--- src/rtl/hazard_tracker_pkg.sv ---
// Shared definitions for the pipeline hazard tracker.
//   REG_W   : register-number width
//   TNEW_W  : width of tnew / tuse latency fields
//   FWD_*   : forwarding-select codes on the fwd_* outputs
//   fwd_hit : one producer can supply a given operand this cycle
//   fwd_pick: priority-encode E over M over W
package hazard_tracker_pkg;

  localparam int unsigned REG_W  = 5;
  localparam int unsigned TNEW_W = 5;

  localparam logic [1:0] FWD_GRF = 2'd0;
  localparam logic [1:0] FWD_E   = 2'd1;
  localparam logic [1:0] FWD_M   = 2'd2;
  localparam logic [1:0] FWD_W   = 2'd3;

  // A producer is a forwarding source only once its result exists (tnew==0);
  // register 0 is hard-wired and never forwarded.
  function automatic logic fwd_hit(input logic              we,
                                   input logic [REG_W-1:0]  wa,
                                   input logic [TNEW_W-1:0] tnew,
                                   input logic [REG_W-1:0]  ra);
    return we && (wa == ra) && (ra != '0) && (tnew == '0);
  endfunction

  function automatic logic [1:0] fwd_pick(input logic hit_e,
                                          input logic hit_m,
                                          input logic hit_w);
    if (hit_e) return FWD_E;
    if (hit_m) return FWD_M;
    if (hit_w) return FWD_W;
    return FWD_GRF;
  endfunction

endpackage

--- src/rtl/hazard_stage_reg.sv ---
// One pipeline-stage tracking register.
//   i_clk    : clock, rising edge
//   i_reset  : synchronous active-high clear
//   i_bubble : load all-zero instead of i_d
//   i_d      : fields entering the stage; tnew occupies the TnewW LSBs
//   o_q      : registered fields
// With DecTnew set, the tnew field is decremented (floor 0) on entry, which
// models one cycle of progress as the producer advances a stage.
module hazard_stage_reg #(
  parameter int unsigned Width   = 6,
  parameter int unsigned TnewW   = 5,
  parameter bit          DecTnew = 1'b0
) (
  input  logic             i_clk,
  input  logic             i_reset,
  input  logic             i_bubble,
  input  logic [Width-1:0] i_d,
  output logic [Width-1:0] o_q
);

  logic [Width-1:0] r_q;
  logic [Width-1:0] w_d;

  always_comb begin
    w_d = i_d;
    if (DecTnew && (i_d[TnewW-1:0] != '0)) begin
      w_d[TnewW-1:0] = i_d[TnewW-1:0] - 1'b1;
    end
    if (i_bubble) begin
      w_d = '0;
    end
  end

  always_ff @(posedge i_clk) begin
    if (i_reset) begin
      r_q <= '0;
    end else begin
      r_q <= w_d;
    end
  end

  assign o_q = r_q;

endmodule

--- src/rtl/hazard_tracker.sv ---
// Stall and forwarding control for a 5-stage MIPS-style pipeline.
// Tracks producers in E, M and W and compares them with the D-stage operands.
//   clk, reset              : clock and synchronous active-high reset
//   d_ra1/d_ra2, d_re1/d_re2: D-stage source registers and read enables
//   d_tuse_rs/d_tuse_rt     : cycles from D until each operand is consumed
//   d_we/d_wa/d_tnew        : D-stage destination and result latency from E
//   stall                   : hold PC and IF/ID, bubble into E
//   fwd_rs_d/fwd_rt_d       : D-operand forwarding source (E/M/W)
//   fwd_rs_e/fwd_rt_e       : E-operand forwarding source (M/W)
//   fwd_rt_m                : M store-data forwarding source (W)
//   stall_cnt               : saturating count of stalled cycles
module hazard_tracker
  import hazard_tracker_pkg::*;
#(
  parameter int unsigned STALL_CNT_W = 32
) (
  input  logic                   clk,
  input  logic                   reset,
  input  logic [REG_W-1:0]       d_ra1,
  input  logic [REG_W-1:0]       d_ra2,
  input  logic                   d_re1,
  input  logic                   d_re2,
  input  logic [TNEW_W-1:0]      d_tuse_rs,
  input  logic [TNEW_W-1:0]      d_tuse_rt,
  input  logic                   d_we,
  input  logic [REG_W-1:0]       d_wa,
  input  logic [TNEW_W-1:0]      d_tnew,
  output logic                   stall,
  output logic [1:0]             fwd_rs_d,
  output logic [1:0]             fwd_rt_d,
  output logic [1:0]             fwd_rs_e,
  output logic [1:0]             fwd_rt_e,
  output logic [1:0]             fwd_rt_m,
  output logic [STALL_CNT_W-1:0] stall_cnt
);

  localparam int unsigned EW = 3 * REG_W + 1 + TNEW_W;  // ra1, ra2, we, wa, tnew
  localparam int unsigned MW = 2 * REG_W + 1 + TNEW_W;  // ra2, we, wa, tnew
  localparam int unsigned WW = REG_W + 1;               // we, wa

  logic              w_stall;
  logic              w_d_we;
  logic [EW-1:0]     w_e_d;
  logic [EW-1:0]     w_e_q;
  logic [MW-1:0]     w_m_d;
  logic [MW-1:0]     w_m_q;
  logic [WW-1:0]     w_w_d;
  logic [WW-1:0]     w_w_q;

  logic [REG_W-1:0]  w_e_ra1;
  logic [REG_W-1:0]  w_e_ra2;
  logic              w_e_we;
  logic [REG_W-1:0]  w_e_wa;
  logic [TNEW_W-1:0] w_e_tnew;
  logic [REG_W-1:0]  w_m_ra2;
  logic              w_m_we;
  logic [REG_W-1:0]  w_m_wa;
  logic [TNEW_W-1:0] w_m_tnew;
  logic              w_w_we;
  logic [REG_W-1:0]  w_w_wa;

  logic              w_rs_stall;
  logic              w_rt_stall;

  logic [STALL_CNT_W-1:0] r_stall_cnt;

  // A write to $0 is architecturally dropped, so it never becomes a producer.
  assign w_d_we = d_we && (d_wa != '0);

  assign w_e_d = {d_ra1, d_ra2, w_d_we, d_wa, d_tnew};
  assign {w_e_ra1, w_e_ra2, w_e_we, w_e_wa, w_e_tnew} = w_e_q;

  assign w_m_d = {w_e_ra2, w_e_we, w_e_wa, w_e_tnew};
  assign {w_m_ra2, w_m_we, w_m_wa, w_m_tnew} = w_m_q;

  assign w_w_d = {w_m_we, w_m_wa};
  assign {w_w_we, w_w_wa} = w_w_q;

  hazard_stage_reg #(
    .Width   (EW),
    .TnewW   (TNEW_W),
    .DecTnew (1'b0)
  ) u_stage_e (
    .i_clk    (clk),
    .i_reset  (reset),
    .i_bubble (w_stall),
    .i_d      (w_e_d),
    .o_q      (w_e_q)
  );

  hazard_stage_reg #(
    .Width   (MW),
    .TnewW   (TNEW_W),
    .DecTnew (1'b1)
  ) u_stage_m (
    .i_clk    (clk),
    .i_reset  (reset),
    .i_bubble (1'b0),
    .i_d      (w_m_d),
    .o_q      (w_m_q)
  );

  // W carries no tnew field; its result is always available.
  hazard_stage_reg #(
    .Width   (WW),
    .TnewW   (TNEW_W),
    .DecTnew (1'b0)
  ) u_stage_w (
    .i_clk    (clk),
    .i_reset  (reset),
    .i_bubble (1'b0),
    .i_d      (w_w_d),
    .o_q      (w_w_q)
  );

  // Stall when a matching producer's result arrives later than the consumer needs it.
  assign w_rs_stall = d_re1 && (d_ra1 != '0) &&
                      ((w_e_we && (w_e_wa == d_ra1) && (w_e_tnew > d_tuse_rs)) ||
                       (w_m_we && (w_m_wa == d_ra1) && (w_m_tnew > d_tuse_rs)));
  assign w_rt_stall = d_re2 && (d_ra2 != '0) &&
                      ((w_e_we && (w_e_wa == d_ra2) && (w_e_tnew > d_tuse_rt)) ||
                       (w_m_we && (w_m_wa == d_ra2) && (w_m_tnew > d_tuse_rt)));
  assign w_stall = w_rs_stall || w_rt_stall;

  assign fwd_rs_d = fwd_pick(fwd_hit(w_e_we, w_e_wa, w_e_tnew, d_ra1),
                             fwd_hit(w_m_we, w_m_wa, w_m_tnew, d_ra1),
                             fwd_hit(w_w_we, w_w_wa, '0, d_ra1));
  assign fwd_rt_d = fwd_pick(fwd_hit(w_e_we, w_e_wa, w_e_tnew, d_ra2),
                             fwd_hit(w_m_we, w_m_wa, w_m_tnew, d_ra2),
                             fwd_hit(w_w_we, w_w_wa, '0, d_ra2));
  assign fwd_rs_e = fwd_pick(1'b0,
                             fwd_hit(w_m_we, w_m_wa, w_m_tnew, w_e_ra1),
                             fwd_hit(w_w_we, w_w_wa, '0, w_e_ra1));
  assign fwd_rt_e = fwd_pick(1'b0,
                             fwd_hit(w_m_we, w_m_wa, w_m_tnew, w_e_ra2),
                             fwd_hit(w_w_we, w_w_wa, '0, w_e_ra2));
  assign fwd_rt_m = fwd_pick(1'b0, 1'b0, fwd_hit(w_w_we, w_w_wa, '0, w_m_ra2));

  always_ff @(posedge clk) begin
    if (reset) begin
      r_stall_cnt <= '0;
    end else if (w_stall && (r_stall_cnt != '1)) begin
      r_stall_cnt <= r_stall_cnt + 1'b1;
    end
  end

  assign stall     = w_stall;
  assign stall_cnt = r_stall_cnt;

endmodule
--- config.mk ---
export PLATFORM = sky130hd
export DESIGN_NAME = hazard_tracker
export DESIGN_NICKNAME = d
export VERILOG_FILES = /design/src/rtl/hazard_tracker_pkg.sv /design/src/rtl/hazard_stage_reg.sv /design/src/rtl/hazard_tracker.sv
export SDC_FILE = /design/constraint.sdc
export NUM_CORES = 1
export LEC_CHECK = 0
export CAP_MARGIN = 40
export CORE_MARGIN = 2
export CORE_UTILIZATION = 45
export CTS_BUF_LIST = sky130_fd_sc_hd__clkbuf_4
export CTS_CLUSTER_DIAMETER = 60
export DETAILED_ROUTE_END_ITERATION = 10
export PLACE_DENSITY = 0.73
export SYNTH_ARGS = -nofsm -noshare
export SYNTH_HDL_FRONTEND = slang
export SYNTH_SLANG_ARGS = --single-unit
--- constraint.sdc ---
create_clock -name clk -period 2.1 [get_ports clk]
set_input_delay 0.315 -clock clk [delete_from_list [all_inputs] [get_ports clk]]
set_output_delay 0.315 -clock clk [all_outputs]
set_load 0.02 [all_outputs]
==> report_table.html <==
<table>
<tr><th>Metric</th><th>Value</th></tr>
<tr><th colspan="2">Synthesis</th></tr>
<tr><td>Sequential-to-total area share from yosys stat</td><td>36.8%</td></tr>
<tr><td>Post-Syn Area</td><td>4090 um2</td></tr>
<tr><td>Synthesis Warnings</td><td>0</td></tr>
<tr><td>Synth async-reset ratio</td><td>0%</td></tr>
<tr><td>Number of enable-type register cells in the synthesized netlist</td><td>0</td></tr>
<tr><td>Register bit count reported by yosys</td><td>75</td></tr>
<tr><td>Most used flip-flop cell after synthesis</td><td>sky130_fd_sc_hd__dfxtp_1</td></tr>
<tr><td>Cell count after synthesis</td><td>468</td></tr>
<tr><td>Synth Area per Inst</td><td>8.73 um2</td></tr>
<tr><td>Synth cell types</td><td>40</td></tr>
<tr><td>Post-synth net total</td><td>525</td></tr>
<tr><th colspan="2">Timing</th></tr>
<tr><td>Setup violation total in the final timing report</td><td>62</td></tr>
<tr><td>Highest clock rate</td><td>397 MHz</td></tr>
<tr><td>Final setup slack of the worst path</td><td>-422 ps</td></tr>
<tr><td>Sum of negative setup slack</td><td>-14930 ps</td></tr>
<tr><td>Worst-Margin Slew</td><td>409 ps</td></tr>
<tr><td>Portion of the clock cycle consumed by the worst path in the final layout</td><td>120%</td></tr>
<tr><td>RSZ-0062 raised after global routing</td><td>yes</td></tr>
<tr><td>Final number of max-transition violations</td><td>0</td></tr>
<tr><td>Worst Skew</td><td>16.8 ps</td></tr>
<tr><td>Final critical-path required period</td><td>2520 ps</td></tr>
<tr><td>Slew HR</td><td>72.7%</td></tr>
<tr><td>Final Hold Fails</td><td>0</td></tr>
<tr><th colspan="2">Clock network</th></tr>
<tr><td>Clock latency at the later pin of the worst-skew pair</td><td>420 ps</td></tr>
<tr><td>Number of buffers created by CTS</td><td>9</td></tr>
<tr><td>CTS H-tree lvls</td><td>3</td></tr>
<tr><td>Longest Clk Path Bufs</td><td>2</td></tr>
<tr><td>Clock slew at the register clock pins of the worst setup and hold paths</td><td>120 ps</td></tr>
<tr><td>Clock tree from TritonCTS</td><td>yes</td></tr>
<tr><td>CTS Root Cell</td><td>sky130_fd_sc_hd__clkbuf_4</td></tr>
<tr><td># clock sinks</td><td>75</td></tr>
<tr><td>Post-CTS Hold Fix Bufs</td><td>0</td></tr>
<tr><th colspan="2">Place</th></tr>
<tr><td>Final estimated routing congestion in global placement</td><td>0.909</td></tr>
<tr><td>Detailed Place HPWL</td><td>8.28 mm</td></tr>
<tr><td>Worst setup timing slack at the placement stage</td><td>-866 ps</td></tr>
<tr><td>Count of buffers from port buffering</td><td>77</td></tr>
<tr><th colspan="2">Critical path</th></tr>
<tr><td>Setup crit end kind</td><td>flop</td></tr>
<tr><td>Arrival time reported for the critical path endpoint</td><td>2880 ps</td></tr>
<tr><td>Worst setup path class</td><td>reg2reg</td></tr>
<tr><td>Worst Setup Start Kind</td><td>flop</td></tr>
<tr><td>CP Data Required Time</td><td>2460 ps</td></tr>
<tr><td>Setup slack of the worst register-to-register path</td><td>-420 ps</td></tr>
<tr><td>Critical path peak fanout</td><td>6</td></tr>
<tr><th colspan="2">Drt</th></tr>
<tr><td>Starting DRT DRC Count</td><td>151</td></tr>
<tr><td>Routed Antenna Nets</td><td>0</td></tr>
<tr><td>Avg WL per Cell</td><td>17.1 um</td></tr>
<tr><td>Number of design rule violations left after detail routing</td><td>0</td></tr>
<tr><td>First-pass detailed-route iteration total</td><td>5</td></tr>
<tr><td>Final routed wirelength across all metal layers</td><td>12.5 mm</td></tr>
<tr><td>Vias after detailed routing</td><td>4032</td></tr>
<tr><td>Routed vias/inst</td><td>5.49</td></tr>
<tr><th colspan="2">Cells and area</th></tr>
<tr><td>Most frequent standard cell in the layout excluding fill and tap cells</td><td>sky130_fd_sc_hd__buf_4</td></tr>
<tr><td>Area growth from synthesis to final layout</td><td>51.1%</td></tr>
<tr><td>Commonest cells after routing, fill and taps aside</td><td>sky130_fd_sc_hd__buf_4 (83), sky130_fd_sc_hd__clkdlybuf4s50_1 (61), sky130_fd_sc_hd__dfxtp_1 (56)</td></tr>
<tr><td>Final design utilization</td><td>70.5%</td></tr>
<tr><td>Layout cell share with drive strength beyond 1</td><td>31.9%</td></tr>
<tr><td>Number of diodes</td><td>0</td></tr>
<tr><td>Nets@finish</td><td>679</td></tr>
<tr><th colspan="2">Die</th></tr>
<tr><td>I/O Pins</td><td>78</td></tr>
<tr><td>Initial core utilization</td><td>46.6%</td></tr>
<tr><td>Area of the die</td><td>9860 um2</td></tr>
<tr><td>Die Wd</td><td>99.3 um</td></tr>
<tr><td>Die Y-Extent</td><td>99.3 um</td></tr>
<tr><td>Total core area</td><td>8760 um2</td></tr>
<tr><td>Total number of placement rows</td><td>34</td></tr>
<tr><th colspan="2">GRT</th></tr>
<tr><td>Total congestion overflow</td><td>0</td></tr>
<tr><td>Gr busiest metal</td><td>met2</td></tr>
<tr><td>Met2 Use GR</td><td>44.6%</td></tr>
<tr><td>Combined global-route utilization of all metal layers</td><td>24.9%</td></tr>
<tr><td>Routing usage on met3</td><td>5.13%</td></tr>
<tr><td>Met1 Resource Use GR</td><td>28.5%</td></tr>
<tr><td>Via count of the first global-routing pass</td><td>4056</td></tr>
<tr><td>Pin count of the biggest net entering global routing</td><td>38</td></tr>
<tr><td>Initial antenna violation count</td><td>0</td></tr>
<tr><td>Global-route wire length before repair</td><td>19.4 mm</td></tr>
<tr><th colspan="2">Power and ir drop</th></tr>
<tr><td>Total power</td><td>2800 uW</td></tr>
<tr><td>Pleak</td><td>0.00263 uW</td></tr>
<tr><td>Peak ir drop on the vdd network</td><td>0.293 mV</td></tr>
<tr><td>Power density over cell area</td><td>454 nW/um2</td></tr>
<tr><th colspan="2">Run status</th></tr>
<tr><td>Violated checks</td><td>negative setup slack</td></tr>
<tr><td>Run status</td><td>complete, but fails checks</td></tr>
<tr><th colspan="2">Worst hold path</th></tr>
<tr><td>Class of the worst hold path</td><td>in2reg</td></tr>
<tr><th colspan="2">Job</th></tr>
<tr><td>Total of max-cap violations</td><td>0</td></tr>
</table>
-- Yosys cell counts (5+ instances only) --
cell / number / area (um2)
sky130_fd_sc_hd__a21oi_1: 12 / 60.1
sky130_fd_sc_hd__and2_1: 21 / 131
sky130_fd_sc_hd__and3_1: 23 / 144
sky130_fd_sc_hd__clkbuf_1: 19 / 71.3
sky130_fd_sc_hd__dfxtp_1: 75 / 1500
sky130_fd_sc_hd__ha_1: 22 / 275
sky130_fd_sc_hd__inv_1: 15 / 56.3
sky130_fd_sc_hd__nand2_1: 16 / 60.1
sky130_fd_sc_hd__nand3_1: 22 / 110
sky130_fd_sc_hd__nand4_1: 19 / 119
sky130_fd_sc_hd__nor2_1: 42 / 158
sky130_fd_sc_hd__nor2b_1: 26 / 163
sky130_fd_sc_hd__nor3_1: 9 / 45.0
sky130_fd_sc_hd__nor4_1: 9 / 56.3
sky130_fd_sc_hd__o21ai_0: 6 / 30.0
sky130_fd_sc_hd__or3_1: 5 / 31.3
sky130_fd_sc_hd__or4_1: 7 / 52.6
sky130_fd_sc_hd__xnor2_1: 32 / 280
sky130_fd_sc_hd__xor2_1: 49 / 429
-- through the flow --
stage / hold slack (ps) / cell area (um2) / instances
2_1_floorplan: 437 / 4110 / 468
3_3_place_gp: 493 / 5460 / 703
3_5_place_dp: 508 / 5460 / 703
4_1_cts: 353 / 5950 / 731
5_1_grt: 248 / 6170 / 734
6_report: 272 / 6170 / 734
-- sequential cells by signal, summed over array words and instances, names as in the netlist --
register	cells
u_stage_w.o_q	6
u_stage_e.o_q	21
stall_cnt	32
u_stage_m.o_q	16
-- timing repair --
action / in CTS / in global routing
cloned: 2 / 0
endpoints found under the hold margin: 0 / 0
pin swaps: 34 / 28
buffers inserted: 11 / 6
endpoints found under the setup margin: 64 / 64
resized for setup: 127 / 53
-- routing by layer --
layer  vias to the layer above  routed length [um]
met5                         -                   0
met4                         0                 422
met3                        40                 798
met2                       139                6350
met1                      1941                4950
li1                       1912                   -
-- layout make-up --
cell class	instances	area (um2)
multi-input cells	352	2820
fillers	643	2590
flip-flops and latches	75	1550
repair buffers	169	1510
well taps	108	135
clock buffers	10	75.1
inverters	15	56.3
clock inverters	5	31.3
-- worst paths after layout --
check / depth (start not counted) / end / from
max: 12 / stall_cnt[8]$_SDFFE_PP0P_ / u_stage_m.o_q[3]$_SDFF_PP0_
min: 2 / u_stage_e.o_q[19]$_SDFF_PP0_ / d_ra1[3]
max reg2reg: 12 / stall_cnt[8]$_SDFFE_PP0P_ / u_stage_m.o_q[3]$_SDFF_PP0_
min reg2reg: 1 / u_stage_m.o_q[5]$_SDFF_PP0_ / u_stage_e.o_q[5]$_SDFF_PP0_
-- worst max-delay path, stage by stage, from the launching register on --
cell                      delay (ps)
sky130_fd_sc_hd__dfxtp_2         340
sky130_fd_sc_hd__buf_6           120
sky130_fd_sc_hd__ha_1            300
sky130_fd_sc_hd__and3_4          210
sky130_fd_sc_hd__o21ai_1         100
sky130_fd_sc_hd__a32oi_2         230
sky130_fd_sc_hd__a32oi_2         100
sky130_fd_sc_hd__o22ai_4         200
sky130_fd_sc_hd__buf_6           180
sky130_fd_sc_hd__nand2_8          70
sky130_fd_sc_hd__buf_6           130
sky130_fd_sc_hd__or3_1           340
sky130_fd_sc_hd__a21oi_1         140
-- cells by family (layout without fill, tap and decap cells) --
logic type / count (synthesis) / after routing / synth area share [%]
adders and majority gates: 22 / 22 / 6.74
buffers and inverters: 41 / 199 / 4.17
DFF: 75 / 75 / 36.8
muxes: 2 / 2 / 0.521
AOI/OAI and AO/OA: 35 / 35 / 5.88
and+or+nand+nor: 212 / 212 / 28.6
xor gates and xnor gates: 81 / 81 / 17.4
-- report_power, final --
part / leakage, uW / internal, uW / total [uW] / switching, uW
Clock: 0.0000519 / 244 / 756 / 512
Sequential: 0.000622 / 1460 / 1510 / 46.4
Combinational: 0.00196 / 293 / 537 / 244
No activity file was read; power rests on OpenSTA's default activity.
